$ cat src/rtl/motor_pkg.sv
// Motor-drive shared definitions: command codes, scheduler states, direction patterns.
// Latency: none (package only).
// Backpressure: n/a.
package motor_pkg;

    typedef enum logic [1:0] {
        CMD_STOP  = 2'b00,
        CMD_FWD   = 2'b01,
        CMD_RIGHT = 2'b10,
        CMD_LEFT  = 2'b11
    } cmd_e;

    typedef enum logic [1:0] {
        ST_IDLE = 2'd0,
        ST_DEAD = 2'd1,
        ST_RAMP = 2'd2,
        ST_RUN  = 2'd3
    } state_e;

    // H-bridge pin pattern {a_fwd, a_rev, b_fwd, b_rev} for a command.
    function automatic logic [3:0] dir_pattern(input logic [1:0] cmd);
        logic [3:0] pat;
        case (cmd)
            CMD_FWD:   pat = 4'b1010;
            CMD_RIGHT: pat = 4'b1001;
            CMD_LEFT:  pat = 4'b0110;
            default:   pat = 4'b0000;
        endcase
        return pat;
    endfunction

endpackage

$ cat src/rtl/pwm_gen.sv
// 8-bit PWM generator: free-running counter compared against a duty value.
// Latency: o_pwm is combinational from i_duty and the counter (no extra register).
// Backpressure: none; runs every clock.
// Ports: clk, rst_n (async active-low), i_duty[7:0] (0 = off, 255 = 255/256 on), o_pwm.
module pwm_gen (
    input  logic       clk,
    input  logic       rst_n,
    input  logic [7:0] i_duty,
    output logic       o_pwm
);

    logic [7:0] r_cnt;

    always_ff @(posedge clk or negedge rst_n) begin
        if (!rst_n) begin
            r_cnt <= 8'd0;
        end else begin
            r_cnt <= r_cnt + 8'd1;  // wraps 255 -> 0
        end
    end

    // Strict compare: duty 0 never drives, duty 255 drives 255 of 256 counts.
    assign o_pwm = (i_duty > r_cnt);

endmodule

$ cat src/rtl/motor_sched.sv
// Motor scheduler: arbitrates line-follow vs override, dead-time brake on direction change, soft-start duty ramp, gated PWM pins.
// Latency: grants/command registered 1 cycle after requests; motor pins registered 1 cycle after state/PWM.
// Backpressure: none; requesters are never stalled, newest command wins, busy flags DEAD/RAMP.
// Ports: clk, rst_n; req_lf/cmd_lf (low prio), req_ov/cmd_ov (high prio), duty_target[7:0];
//        gnt_lf, gnt_ov, motor[3:0] {a_fwd,a_rev,b_fwd,b_rev}, busy, state_o[1:0].
module motor_sched
    import motor_pkg::*;
#(
    parameter int DEAD_CYCLES = 16,
    parameter int RAMP_DIV    = 256,
    parameter int RAMP_STEP   = 8
) (
    input  logic       clk,
    input  logic       rst_n,
    input  logic       req_lf,
    input  logic [1:0] cmd_lf,
    input  logic       req_ov,
    input  logic [1:0] cmd_ov,
    input  logic [7:0] duty_target,
    output logic       gnt_lf,
    output logic       gnt_ov,
    output logic [3:0] motor,
    output logic       busy,
    output logic [1:0] state_o
);

    localparam int PW = (RAMP_DIV > 1) ? $clog2(RAMP_DIV) : 1;
    localparam int DW = (DEAD_CYCLES > 1) ? $clog2(DEAD_CYCLES) : 1;
    localparam logic [PW-1:0] PRESC_MAX = PW'(RAMP_DIV - 1);
    localparam logic [DW-1:0] DEAD_LOAD = DW'(DEAD_CYCLES - 1);
    localparam logic [8:0]    STEP9     = 9'(RAMP_STEP);

    state_e        r_state, w_state_nxt;
    logic [1:0]    r_cmd_q, r_cmd_act, w_act_nxt;
    logic [7:0]    r_duty, w_duty_nxt;
    logic [PW-1:0] r_presc, w_presc_nxt;
    logic [DW-1:0] r_dead, w_dead_nxt;
    logic          r_gnt_lf, r_gnt_ov;
    logic [3:0]    r_motor, w_motor_nxt;

    logic          w_pwm;
    logic [1:0]    w_eff_cmd;
    logic [8:0]    w_up_sum, w_dn_lim;
    logic [7:0]    w_duty_up, w_duty_dn;

    pwm_gen u_pwm (
        .clk    (clk),
        .rst_n  (rst_n),
        .i_duty (r_duty),
        .o_pwm  (w_pwm)
    );

    // Override wins; nobody requesting means STOP.
    assign w_eff_cmd = req_ov ? cmd_ov : (req_lf ? cmd_lf : CMD_STOP);

    // Ramp steps evaluated at 9 bits so neither direction wraps past the target.
    assign w_up_sum  = {1'b0, r_duty} + STEP9;
    assign w_dn_lim  = {1'b0, duty_target} + STEP9;
    assign w_duty_up = (w_up_sum > {1'b0, duty_target}) ? duty_target : w_up_sum[7:0];
    assign w_duty_dn = ({1'b0, r_duty} >= w_dn_lim) ? (r_duty - STEP9[7:0]) : duty_target;

    always_ff @(posedge clk or negedge rst_n) begin
        if (!rst_n) begin
            r_state   <= ST_IDLE;
            r_cmd_q   <= CMD_STOP;
            r_cmd_act <= CMD_STOP;
            r_duty    <= 8'd0;
            r_presc   <= '0;
            r_dead    <= '0;
            r_gnt_lf  <= 1'b0;
            r_gnt_ov  <= 1'b0;
            r_motor   <= 4'b0000;
        end else begin
            r_state   <= w_state_nxt;
            r_cmd_q   <= w_eff_cmd;
            r_cmd_act <= w_act_nxt;
            r_duty    <= w_duty_nxt;
            r_presc   <= w_presc_nxt;
            r_dead    <= w_dead_nxt;
            r_gnt_lf  <= req_lf & ~req_ov;
            r_gnt_ov  <= req_ov;
            r_motor   <= w_motor_nxt;
        end
    end

    always_comb begin
        w_state_nxt = r_state;
        w_act_nxt   = r_cmd_act;
        w_duty_nxt  = r_duty;
        w_presc_nxt = r_presc;
        w_dead_nxt  = r_dead;
        w_motor_nxt = ((r_state == ST_RAMP) || (r_state == ST_RUN))
                    ? (dir_pattern(r_cmd_act) & {4{w_pwm}}) : 4'b0000;

        case (r_state)
            ST_IDLE: begin
                // From rest there is nothing to brake, so go straight to the ramp.
                if (r_cmd_q != CMD_STOP) begin
                    w_state_nxt = ST_RAMP;
                    w_act_nxt   = r_cmd_q;
                    w_duty_nxt  = 8'd0;
                    w_presc_nxt = '0;
                end
            end
            ST_RAMP: begin
                if (r_cmd_q != r_cmd_act) begin
                    w_state_nxt = ST_DEAD;
                    w_dead_nxt  = DEAD_LOAD;
                end else if (r_duty == duty_target) begin
                    w_state_nxt = ST_RUN;
                end else if (r_presc == PRESC_MAX) begin
                    w_presc_nxt = '0;
                    w_duty_nxt  = (r_duty < duty_target) ? w_duty_up : w_duty_dn;
                end else begin
                    w_presc_nxt = r_presc + PW'(1);
                end
            end
            ST_RUN: begin
                if (r_cmd_q != r_cmd_act) begin
                    w_state_nxt = ST_DEAD;
                    w_dead_nxt  = DEAD_LOAD;
                end else if (duty_target != r_duty) begin
                    w_state_nxt = ST_RAMP;
                    w_presc_nxt = '0;
                end
            end
            ST_DEAD: begin
                w_duty_nxt = 8'd0;
                // The full brake always runs out; only the command seen at expiry matters.
                if (r_dead == '0) begin
                    if (r_cmd_q == CMD_STOP) begin
                        w_state_nxt = ST_IDLE;
                    end else begin
                        w_state_nxt = ST_RAMP;
                        w_act_nxt   = r_cmd_q;
                        w_presc_nxt = '0;
                    end
                end else begin
                    w_dead_nxt = r_dead - DW'(1);
                end
            end
            default: w_state_nxt = ST_IDLE;
        endcase
    end

    assign gnt_lf  = r_gnt_lf;
    assign gnt_ov  = r_gnt_ov;
    assign motor   = r_motor;
    assign busy    = (r_state == ST_DEAD) || (r_state == ST_RAMP);
    assign state_o = r_state;

endmodule

$ cat config.mk
export PLATFORM = sky130hd
export DESIGN_NAME = motor_sched
export DESIGN_NICKNAME = d
export VERILOG_FILES = /design/src/rtl/motor_pkg.sv /design/src/rtl/pwm_gen.sv /design/src/rtl/motor_sched.sv
export SDC_FILE = /design/constraint.sdc
export NUM_CORES = 1
export LEC_CHECK = 0
export CAP_MARGIN = 0
export CORE_UTILIZATION = 40
export DETAILED_ROUTE_END_ITERATION = 10
export RECOVER_POWER = 100
export SLEW_MARGIN = 25
export SYNTH_ARGS = -nofsm -noshare
export SYNTH_HDL_FRONTEND = slang
export SYNTH_SLANG_ARGS = --single-unit
export TNS_END_PERCENT = 50
$ cat constraint.sdc
create_clock -name clk -period 4.3 [get_ports clk]
set_clock_uncertainty 0.1 [all_clocks]
set_input_delay 0.86 -clock clk [delete_from_list [all_inputs] [get_ports clk]]
set_output_delay 0.86 -clock clk [all_outputs]
set_load 0.02 [all_outputs]
==> flow_metrics.tcl <==
set metrics [dict create \
    place_area_um2 3280 \
    hpwl_um 4620 \
    slowest_delay_ns 0.65 \
    synth_top_area_share 0.340 \
    maxCapViolCount 1 \
    layout_commonest_cell "ha_1" \
    final_cell_mix "42 x ha_1, 40 x dfrtp_1, 32 x nand2_1" \
    clkLatencyLatePin_ns 0.30 \
    num_antenna_cells 0 \
    pin_count 25 \
    rows 30 \
    final_layout_size_suffix_gt1_frac 0.0607 \
    synth_cell_type_count 58 \
    cts_made_buffers 5 \
    cp.arrival_ns 3.58 \
    core_um2 6940 \
    critPathBufInv 3 \
    r2r_setup_slack_ns 1.41 \
    cpMaxStageDelayCell "dlygate4sd3_1" \
    period_share 0.818 \
    pwr-share-clk 0.171 \
    die_y_um 87.8 \
    cp.depth 10 \
    violations "capacitance limit, slew limit" \
    synth.area.top_cells "dfrtp_1 34%, ha_1 18%, nand2_1 4.1%, xnor2_1 3.6%, inv_1 3.4%" \
    clock_tree.buffer_depth 2 \
    grt_antenna_before_repair 0 \
    yosys_warnings 0 \
    nNetsFinal 403 \
    drc 0 \
    critical_path_class "input port to register" \
    grt_pass1_vias 2265 \
    p_int_mw 1.05 \
    cp_cell_sequence "dlygate4sd3_1 -> inv_1 -> ha_1 -> nand4_1 -> nor3_1 -> nor2_1 -> o211ai_1 -> clkbuf_1 -> or2_0 -> o21ai_0" \
    vias 2300 \
    grt_overflow 0 \
    startpoint "duty_target[5]" \
    cts.repair.resized 0 \
    syn_inst 318 \
    cts_hold_buf 0 \
    reg2reg_depth 8 \
    crit_family "buffers and inverters" \
    final_design_area_no_fill_um2 3390 \
    netlist_area_um2 2940 \
    ys_seq_area_frac 0.340 \
    async_reset_ff_frac 1.00 \
    power_frac_comb 0.534 \
    setup.worst_path.end_class "register" \
    hold_viol 0 \
    rsz0062_at_grt "false" \
    cts_tree "done" \
    max-vdd-ir-drop_mv 0.238 \
    max-slew-margin-rel -0.460 \
    grt_max_degree 41 \
    yosys.area.top_type "dfrtp_1" \
    swShare 0.450 \
    wl_um 5990 \
    worst_slew_pin_slew_ns 2.19 \
    hold_path_class "register to register" \
    critPathMaxFanout 12 \
    seqPwrFrac 0.295 \
    worstReg2RegStart "r_duty[3]$_DFFE_PN0P_" \
    place.gp.congestion 0.809 \
    port_buffers 24 \
    first_pass_iters 4 \
    htreeDepth 2 \
    initial_utilization 0.424 \
    globalRouteTotalUtil 0.175 \
    setup_viol 0 \
    slew_viol_final 41 \
    setup_total_negative_slack_ns 0 \
    drt_iter0_drc 103 \
    status "finished, violations left" \
    grt_pass1_wl_um 10600 \
    drtAntennaViolNets 0 \
    viasPerCell 5.20 \
    nFillCells 682 \
    clk_pin_slew_worst_paths_ns 0.07 \
    r2r_end "r_presc[5]$_DFFE_PN0P_" \
    synthesis.nets 376 \
    crit_end "r_presc[5]$_DFFE_PN0P_" \
    synthFlopType "dfrtp_1" \
    fmax_mhz 284 \
    finalCriticalPeriod_ns 3.52 \
    post_cts_buffers 0 \
    die_w_um 87.8 \
    hold_start "r_presc[7]$_DFFE_PN0P_" \
    netSwitchingPower_mw 0.863 \
    power.density_nw_per_um2 566 \
    routedWlPerCell_um 13.5 \
    required_ns 4.36 \
    synth_seq_cells 40 \
    avgSynthCellArea_um2 9.26 \
    area_growth_syn_to_layout_pct 15.1 \
    p_leak_nw 1.54 \
    cts_root_buf "clkbuf_8" \
    synth_edf_count 0 \
    cts_sinks 40 \
    dieArea_um2 7710 \
    start_kind "input port" \
]
## power by group through the flow
stage                     Sequential (mW)  Clock [mW]  Combinational, mW
final                               0.566       0.329               1.02
after global routing                0.580       0.362               1.18
after CTS                           0.569       0.343               1.06
after detailed placement            0.576           0               1.05
after global placement              0.574           0               1.03
after floorplan                     0.545           0              0.795
## cell usage after synthesis, drive strengths merged (2+ instances only)
cell type / n
ha: 42
dfrtp: 40
nand2: 33
inv: 27
o21ai: 25
nor2: 20
nand3: 14
a21oi: 13
xnor2: 12
nand4: 7
nor3: 6
o31ai: 5
xor2: 5
a211oi: 4
a22o: 4
a31oi: 4
and2: 4
buf: 4
nand2b: 4
o211ai: 4
o221ai: 4
a21o: 3
and3: 3
nor2b: 3
nor3b: 3
o21a: 3
nand3b: 2
or2: 2
or3: 2
## layer usage
metal / global-route usage / vias up / routed length, um / part of all wire
met5: 0 / - / 0 / 0
met4: 0.0358 / 0 / 38 / 0.0063
met3: 0.0330 / 5 / 211 / 0.035
met2: 0.294 / 33 / 2780 / 0.47
met1: 0.235 / 1077 / 2950 / 0.49
li1: - / 1185 / - / -
## layout make-up
cell class / count / area [um2] / area share
tap: 96 / 120 / 0.0354
timing repair buffer: 25 / 238 / 0.0701
sequential: 40 / 1000 / 0.295
multi-input combinational: 245 / 1800 / 0.532
clock buffer: 6 / 82.6 / 0.0244
clock inverter: 2 / 38.8 / 0.0114
inverter: 28 / 105 / 0.0310
## through the flow
stage / instances / total power [mW] / util / setup slack [ns] / hold WS (ns)
floorplan: 318 / 1.34 / - / 1.59 / 0.345
global placement: 434 / 1.61 / 0.473 / 0.825 / 0.364
detailed placement: 434 / 1.63 / 0.473 / 0.776 / 0.372
CTS: 442 / 1.97 / 0.490 / 1.08 / 0.383
global route: 442 / 2.12 / 0.488 / 0.486 / 0.417
finish: 442 / 1.92 / 0.488 / 0.781 / 0.377
## registers in the layout, indices dropped and copies added (netlist names)
register,count
u_pwm.r_cnt,8
r_cmd_act,2
gnt_ov,1
motor,4
gnt_lf,1
r_dead,4
state_o,2
r_duty,8
r_presc,8
r_cmd_q,2
## worst min path at each step
| stage | end | slack, ns | depth (start not counted) |
|---|---|---|---|
| 6_report | r_presc[7]$_DFFE_PN0P_ | 0.38 | 1 |
| 5_1_grt | r_presc[7]$_DFFE_PN0P_ | 0.42 | 1 |
| 4_1_cts | r_presc[7]$_DFFE_PN0P_ | 0.38 | 1 |
| 3_5_place_dp | r_presc[7]$_DFFE_PN0P_ | 0.37 | 1 |
| 3_3_place_gp | u_pwm.r_cnt[6]$_DFF_PN0_ | 0.36 | 1 |
| 2_1_floorplan | u_pwm.r_cnt[6]$_DFF_PN0_ | 0.35 | 1 |
## cells by family (layout without fill, tap and decap cells)
kind of cell / Yosys count / after routing / share of synthesized area
adder cells (fa/ha/maj): 42 / 42 / 0.178
buffers and inverters: 33 / 61 / 0.0438
XOR/XNOR: 17 / 17 / 0.0506
multiplexers: 2 / 2 / 0.00722
flip-flops: 40 / 40 / 0.340
AND/OR/NAND/NOR: 107 / 107 / 0.192
AO/OA/AOI/OAI: 77 / 77 / 0.188
No activity file was read; power rests on OpenSTA's default activity.
